**config.mk**
```make
export PLATFORM = sky130hd
export DESIGN_NAME = cpu_controller
export DESIGN_NICKNAME = d
export VERILOG_FILES = /design/src/rtl/cpu_pkg.sv /design/src/rtl/ctrl_output_decode.sv /design/src/rtl/cpu_controller.sv
export SDC_FILE = /design/constraint.sdc
export NUM_CORES = 1
export LEC_CHECK = 0
export BUFFER_PORTS_ARGS = -buffer_cell sky130_fd_sc_hd__buf_4
export CAP_MARGIN = 20
export CELL_PAD_IN_SITES_DETAIL_PLACEMENT = 1
export CELL_PAD_IN_SITES_GLOBAL_PLACEMENT = 1
export CORE_AREA = 2 2 39 41
export CTS_CLUSTER_DIAMETER = 150
export DETAILED_ROUTE_END_ITERATION = 8
export DIE_AREA = 0 0 41 43
export PLACE_DENSITY_LB_ADDON = 0.15
export SYNTH_ARGS = -nofsm -noshare
export SYNTH_HDL_FRONTEND = slang
export SYNTH_SLANG_ARGS = --single-unit
```
**constraint.sdc**
```tcl
create_clock -name clk -period 2.6 [get_ports clk]
set_input_delay 0.52 -clock clk [delete_from_list [all_inputs] [get_ports clk]]
set_output_delay 0.52 -clock clk [all_outputs]
set_load 0.05 [all_outputs]
```
**src/rtl/cpu_pkg.sv**
```systemverilog
// Shared definitions for the VeriRisc CPU controller: opcodes, phase
// encoding and the strobe bundle passed from the decoder to the top.
package cpu_pkg;

   localparam int unsigned OPC_WIDTH   = 3;
   localparam int unsigned PHASE_WIDTH = 3;

   // Opcodes as held in IR[7:5]
   localparam logic [OPC_WIDTH-1:0] HLT = 3'd0;
   localparam logic [OPC_WIDTH-1:0] SKZ = 3'd1;
   localparam logic [OPC_WIDTH-1:0] ADD = 3'd2;
   localparam logic [OPC_WIDTH-1:0] AND = 3'd3;
   localparam logic [OPC_WIDTH-1:0] XOR = 3'd4;
   localparam logic [OPC_WIDTH-1:0] LDA = 3'd5;
   localparam logic [OPC_WIDTH-1:0] STO = 3'd6;
   localparam logic [OPC_WIDTH-1:0] JMP = 3'd7;

   // Eight sequencing phases, one instruction per full lap
   typedef enum logic [PHASE_WIDTH-1:0] {
      INST_ADDR  = 3'd0,
      INST_FETCH = 3'd1,
      INST_LOAD  = 3'd2,
      IDLE       = 3'd3,
      OP_ADDR    = 3'd4,
      OP_FETCH   = 3'd5,
      ALU_OP     = 3'd6,
      STORE      = 3'd7
   } phase_t;

   // Control strobes produced for one phase
   typedef struct packed {
      logic sel;
      logic rd;
      logic ld_ir;
      logic ld_ac;
      logic inc_pc;
      logic ld_pc;
      logic wr;
      logic data_e;
      logic halt;
   } ctrl_strobes_t;

   // Opcodes that read memory into the accumulator
   function automatic logic is_aluop(input logic [OPC_WIDTH-1:0] opc);
      return (opc == ADD) || (opc == AND) || (opc == XOR) || (opc == LDA);
   endfunction

endpackage

```
**src/rtl/ctrl_output_decode.sv**
```systemverilog
// Combinational strobe table: (phase, opcode, zero) -> control strobes.
// Phases 0-3 are the instruction fetch and do not look at the opcode.
module ctrl_output_decode
   import cpu_pkg::*;
(
   input  phase_t                 phase,
   input  logic [OPC_WIDTH-1:0]   opcode,
   input  logic                   zero,
   output ctrl_strobes_t          strobes
);

   logic aluop;

   assign aluop = is_aluop(opcode);

   // Strobe table per phase; every strobe defaults low
   always_comb begin
      strobes = '0;
      unique case (phase)
         INST_ADDR: begin
            strobes.sel = 1'b1;
         end
         INST_FETCH: begin
            strobes.sel = 1'b1;
            strobes.rd  = 1'b1;
         end
         INST_LOAD, IDLE: begin
            strobes.sel   = 1'b1;
            strobes.rd    = 1'b1;
            strobes.ld_ir = 1'b1;
         end
         OP_ADDR: begin
            strobes.inc_pc = 1'b1;
            strobes.halt   = (opcode == HLT);
         end
         OP_FETCH: begin
            strobes.rd = aluop;
         end
         ALU_OP: begin
            strobes.rd     = aluop;
            strobes.inc_pc = (opcode == SKZ) && zero;
            strobes.ld_pc  = (opcode == JMP);
            strobes.data_e = (opcode == STO);
         end
         STORE: begin
            strobes.rd     = aluop;
            strobes.ld_ac  = aluop;
            strobes.ld_pc  = (opcode == JMP);
            strobes.wr     = (opcode == STO);
            strobes.data_e = (opcode == STO);
         end
         default: begin
            strobes = '0;
         end
      endcase
   end

endmodule

```
**src/rtl/cpu_controller.sv**
```systemverilog
// VeriRisc CPU sequencer: 8-phase counter plus strobe decode.
// Optional feature macro CTRL_HALT_LATCH_EN: HLT parks the sequencer in
// OP_ADDR until a resume pulse; otherwise halt is a one-cycle pulse.
module cpu_controller
   import cpu_pkg::*;
(
   input  logic                   clk,
   input  logic                   rst,
   input  logic [OPC_WIDTH-1:0]   opcode,
   input  logic                   zero,
`ifdef CTRL_HALT_LATCH_EN
   input  logic                   resume,
`endif
   output logic                   sel,
   output logic                   rd,
   output logic                   ld_ir,
   output logic                   ld_ac,
   output logic                   inc_pc,
   output logic                   ld_pc,
   output logic                   wr,
   output logic                   data_e,
   output logic                   halt,
   output logic [PHASE_WIDTH-1:0] phase
);

   phase_t        phase_q;
   ctrl_strobes_t dec_s;
   ctrl_strobes_t out_s;

   ctrl_output_decode u_decode (
      .phase   (phase_q),
      .opcode  (opcode),
      .zero    (zero),
      .strobes (dec_s)
   );

`ifdef CTRL_HALT_LATCH_EN
   logic halted_q;

   // Phase sequencer with sticky halt; entry cycle still issues inc_pc
   always_ff @(posedge clk or posedge rst) begin
      if (rst) begin
         phase_q  <= INST_ADDR;
         halted_q <= 1'b0;
      end else if (halted_q) begin
         if (resume) begin
            halted_q <= 1'b0;
            phase_q  <= OP_FETCH;
         end
      end else if ((phase_q == OP_ADDR) && (opcode == HLT)) begin
         halted_q <= 1'b1;
      end else begin
         phase_q <= phase_t'(phase_q + 3'd1);
      end
   end

   // While parked only halt is asserted
   always_comb begin
      out_s = dec_s;
      if (halted_q) begin
         out_s      = '0;
         out_s.halt = 1'b1;
      end
   end
`else
   // Free-running phase sequencer, wraps 7 -> 0
   always_ff @(posedge clk or posedge rst) begin
      if (rst) begin
         phase_q <= INST_ADDR;
      end else begin
         phase_q <= phase_t'(phase_q + 3'd1);
      end
   end

   assign out_s = dec_s;
`endif

   assign sel    = out_s.sel;
   assign rd     = out_s.rd;
   assign ld_ir  = out_s.ld_ir;
   assign ld_ac  = out_s.ld_ac;
   assign inc_pc = out_s.inc_pc;
   assign ld_pc  = out_s.ld_pc;
   assign wr     = out_s.wr;
   assign data_e = out_s.data_e;
   assign halt   = out_s.halt;
   assign phase  = phase_q;

endmodule

```
==> results.md <==
- Initial DRT Pass Iterations: 1
- Ant. Diodes: 0
- FF+latch area: between 70 and 80 µm²
- Net load switching power: 0.0290 mW
- Relative slew slack: between 80% and 90%
- GP Congestion: around 0.66
- GRT busiest layer: met2
- Total CTS buffers: 3
- Register bit count reported by yosys: 3
- Main combinational cell family by area after synthesis: simple AND/OR/NAND/NOR gates
- Hold Vio Cnt, Final: 0
- Root Driver: clkbuf_4
- Unique masters post-synth: 15
- Most frequent cells in the layout: 17 x buf_4, 5 x nor2_1, 5 x ha_1
- Hold bufs inserted after CTS: 0
- Met3 GRT Util: 3.14%
- Multi-input logic area: between 150 and 200 µm²
- Global-route wire length before repair: ~1100 µm
- FP Rows: 14
- DP HPWL: approximately 610 µm
- Leak: ~0.22 nW
- Slew @ Worst Pin: between 0.2 and 0.25 ns
- Die Area: around 1800 µm²
- DRC Markers: 0
- Post-synthesis instance total: 30
- Final setup vio count: 0
- Reg2reg end: phase[2]
- Routed WL: 764 µm
- Reg2Reg Depth: 2
- Max Clock Skew: approximately 0.0027 ns
- PD cells: approximately 330 nW/µm²
- Unrepaired setup endpoints after global routing: false
- Worst vdd ir: 0.198 mV
- I/O pin cnt: 18
- Synthesized area: ~250 µm²
- XOR/XNOR Fraction of Synth Area: under 10%
- Achievable Freq: 0.410 GHz
- Die width: 41 µm
- Mux share of post-synthesis cell area: 0%
- Later-pin clock latency in the skew report: about 0.23 ns
- Layout cells sized above 1: roughly 39%
- Final slew viol count: 0
- Status: completed
- Tcrit/Tclk final: between 90% and 100%
- CTS H-tree lvls: 1
- CP max FO: 6
- Crit path DAT: 1.92 ns
- Post-Synth Adder-Cell Area: around 25%
- Final instance area: 427 µm²
- Fill count: ~180
- Fin nets: 63
- Grt total ovfl: 0
- Fin crit period: about 2.4 ns
- DP Worst Slack: 0.402 ns
- Clock power share: 58.1%
- MaxCap Viol Count: 0
- Worst endpoint required time: 2.08 ns
- Worst hold path class: in -> async
- Max reg flops: 3
- Pwr Total: around 0.14 mW
- Initial Utilization: a little under a fifth
- Routed length per instance: about 11 µm
- Post-synthesis area per instance: ~8.4 µm²
- Element type at the critical path start: flop
- Setup bufs post-CTS: 0
- Post-synthesis simple-gate area fraction: approximately a quarter
- Initial DRC count: 0
- Most common cell after layout, fill and taps aside: buf_4
- Critical path class: reg -> out
- IO Port Bufs: 17
- Final WS setup: about 0.16 ns
- Area of the core: between 1000 and 1500 µm²
- Syn_nets: about 40
- Post-DRT Antenna Nets: 0
- Clk pin slew, worst setup/hold paths: 0.04 ns
- Fin Setup TNS: 0 ns
- Sequential power share: between 30% and 40%
- Area of placed instances: 400 µm²
- Maximum number of pins on one net before global-route repair: 8
- Post-CTS sizing: 0
- Height of the die: ~43 µm
- WHS: around 0.16 ns
- Comb power frac: about 8.2%
- Area Overhead vs Synth: 68.8%
- GRT Total Usage: about a tenth
- Sw Share: 20.8%
- Clock sink count: 3
- Initial antenna violation count: 0
- Setup crit end kind: primary output
- Setup slack, reg-to-reg: between 1.5 and 2 ns
- Via count: around 290
- Vias in the first global route: between 200 and 250
- Clk buf depth: 2
- Vias per cell: roughly 4.4
- P_int: between 0.1 and 0.15 mW
- Yosys warns: 0
- CTS tree: yes
- Met1 Use GR: ~10%
- GR Util met2: 15.6%
- Reg-to-reg startpoint: phase[1]
- Compound-gate portion of the synthesized area: 9.41%
- Seq/Total Area, Yosys: 29.7%
-- cells in the mapped netlist --
library cell  n  area (µm²)
nand3_1       1        5.00
inv_1         4        15.0
dfrtp_1       3        75.1
xor2_1        1        8.76
a21oi_1       1        5.00
ha_1          5        62.6
nand2_1       2        7.51
and4b_1       1        10.0
a41oi_1       1        8.76
o21ai_0       1        5.00
or4b_1        1        10.0
nor3_1        2        10.0
nor2_1        5        18.8
and2_1        1        6.26
o21ai_1       1        5.00
-- worst max-delay path, stage by stage (launching register included) --
cell	delay, ns
dfrtp_1	0.44
ha_1	0.21
ha_1	0.21
or4b_1	0.50
o21ai_1	0.09
a21oi_1	0.05
buf_4	0.19
-- per-stage QoR --
stage	instances	util, %
after global placement	63	28.9
final	67	30.8
after CTS	67	30.8
after global routing	67	30.8
after detailed placement	63	28.9
after floorplan	30	-
-- power by group through the flow --
stage,Clock (mW),Sequential (mW),Combinational [mW]
after floorplan,0,0.0475,0.00301
after detailed placement,0,0.0475,0.0115
final,0.0811,0.0470,0.0114
after global routing,0.0940,0.0469,0.0127
after CTS,0.0858,0.0470,0.0118
after global placement,0,0.0475,0.0112
-- worst max path at each step --
stage / startpoint / end
2_1_floorplan: phase[2] / data_e
3_3_place_gp: phase[1] / rd
3_5_place_dp: phase[1] / rd
4_1_cts: phase[1] / rd
5_1_grt: phase[1] / rd
6_report: phase[1] / rd
-- routing by layer --
layer / up-vias / part of all wire (%)
li1: 144 / -
met1: 135 / 38
met2: 13 / 51
met3: 0 / 11
met4: 0 / 0
met5: - / 0
-- logic make-up (layout without fill, tap and decap cells) --
kind of cell             after synthesis  in the layout
XOR/XNOR                               1              1
flip-flops                             3              3
adder cells (fa/ha/maj)                5              5
AND/OR/NAND/NOR                       13             13
buffers and inverters                  4             25
AO/OA/AOI/OAI                          4              4
-- layout make-up --
cell class                      count  share of cell area, %
Clock buffer                        4                   6.16
Multi-Input combinational cell     23                   38.1
Tap cell                           16                   4.69
Inverter                            4                   3.52
Sequential cell                     3                   17.6
Timing Repair Buffer               17                   29.9
No activity file was read; power rests on OpenSTA's default activity.
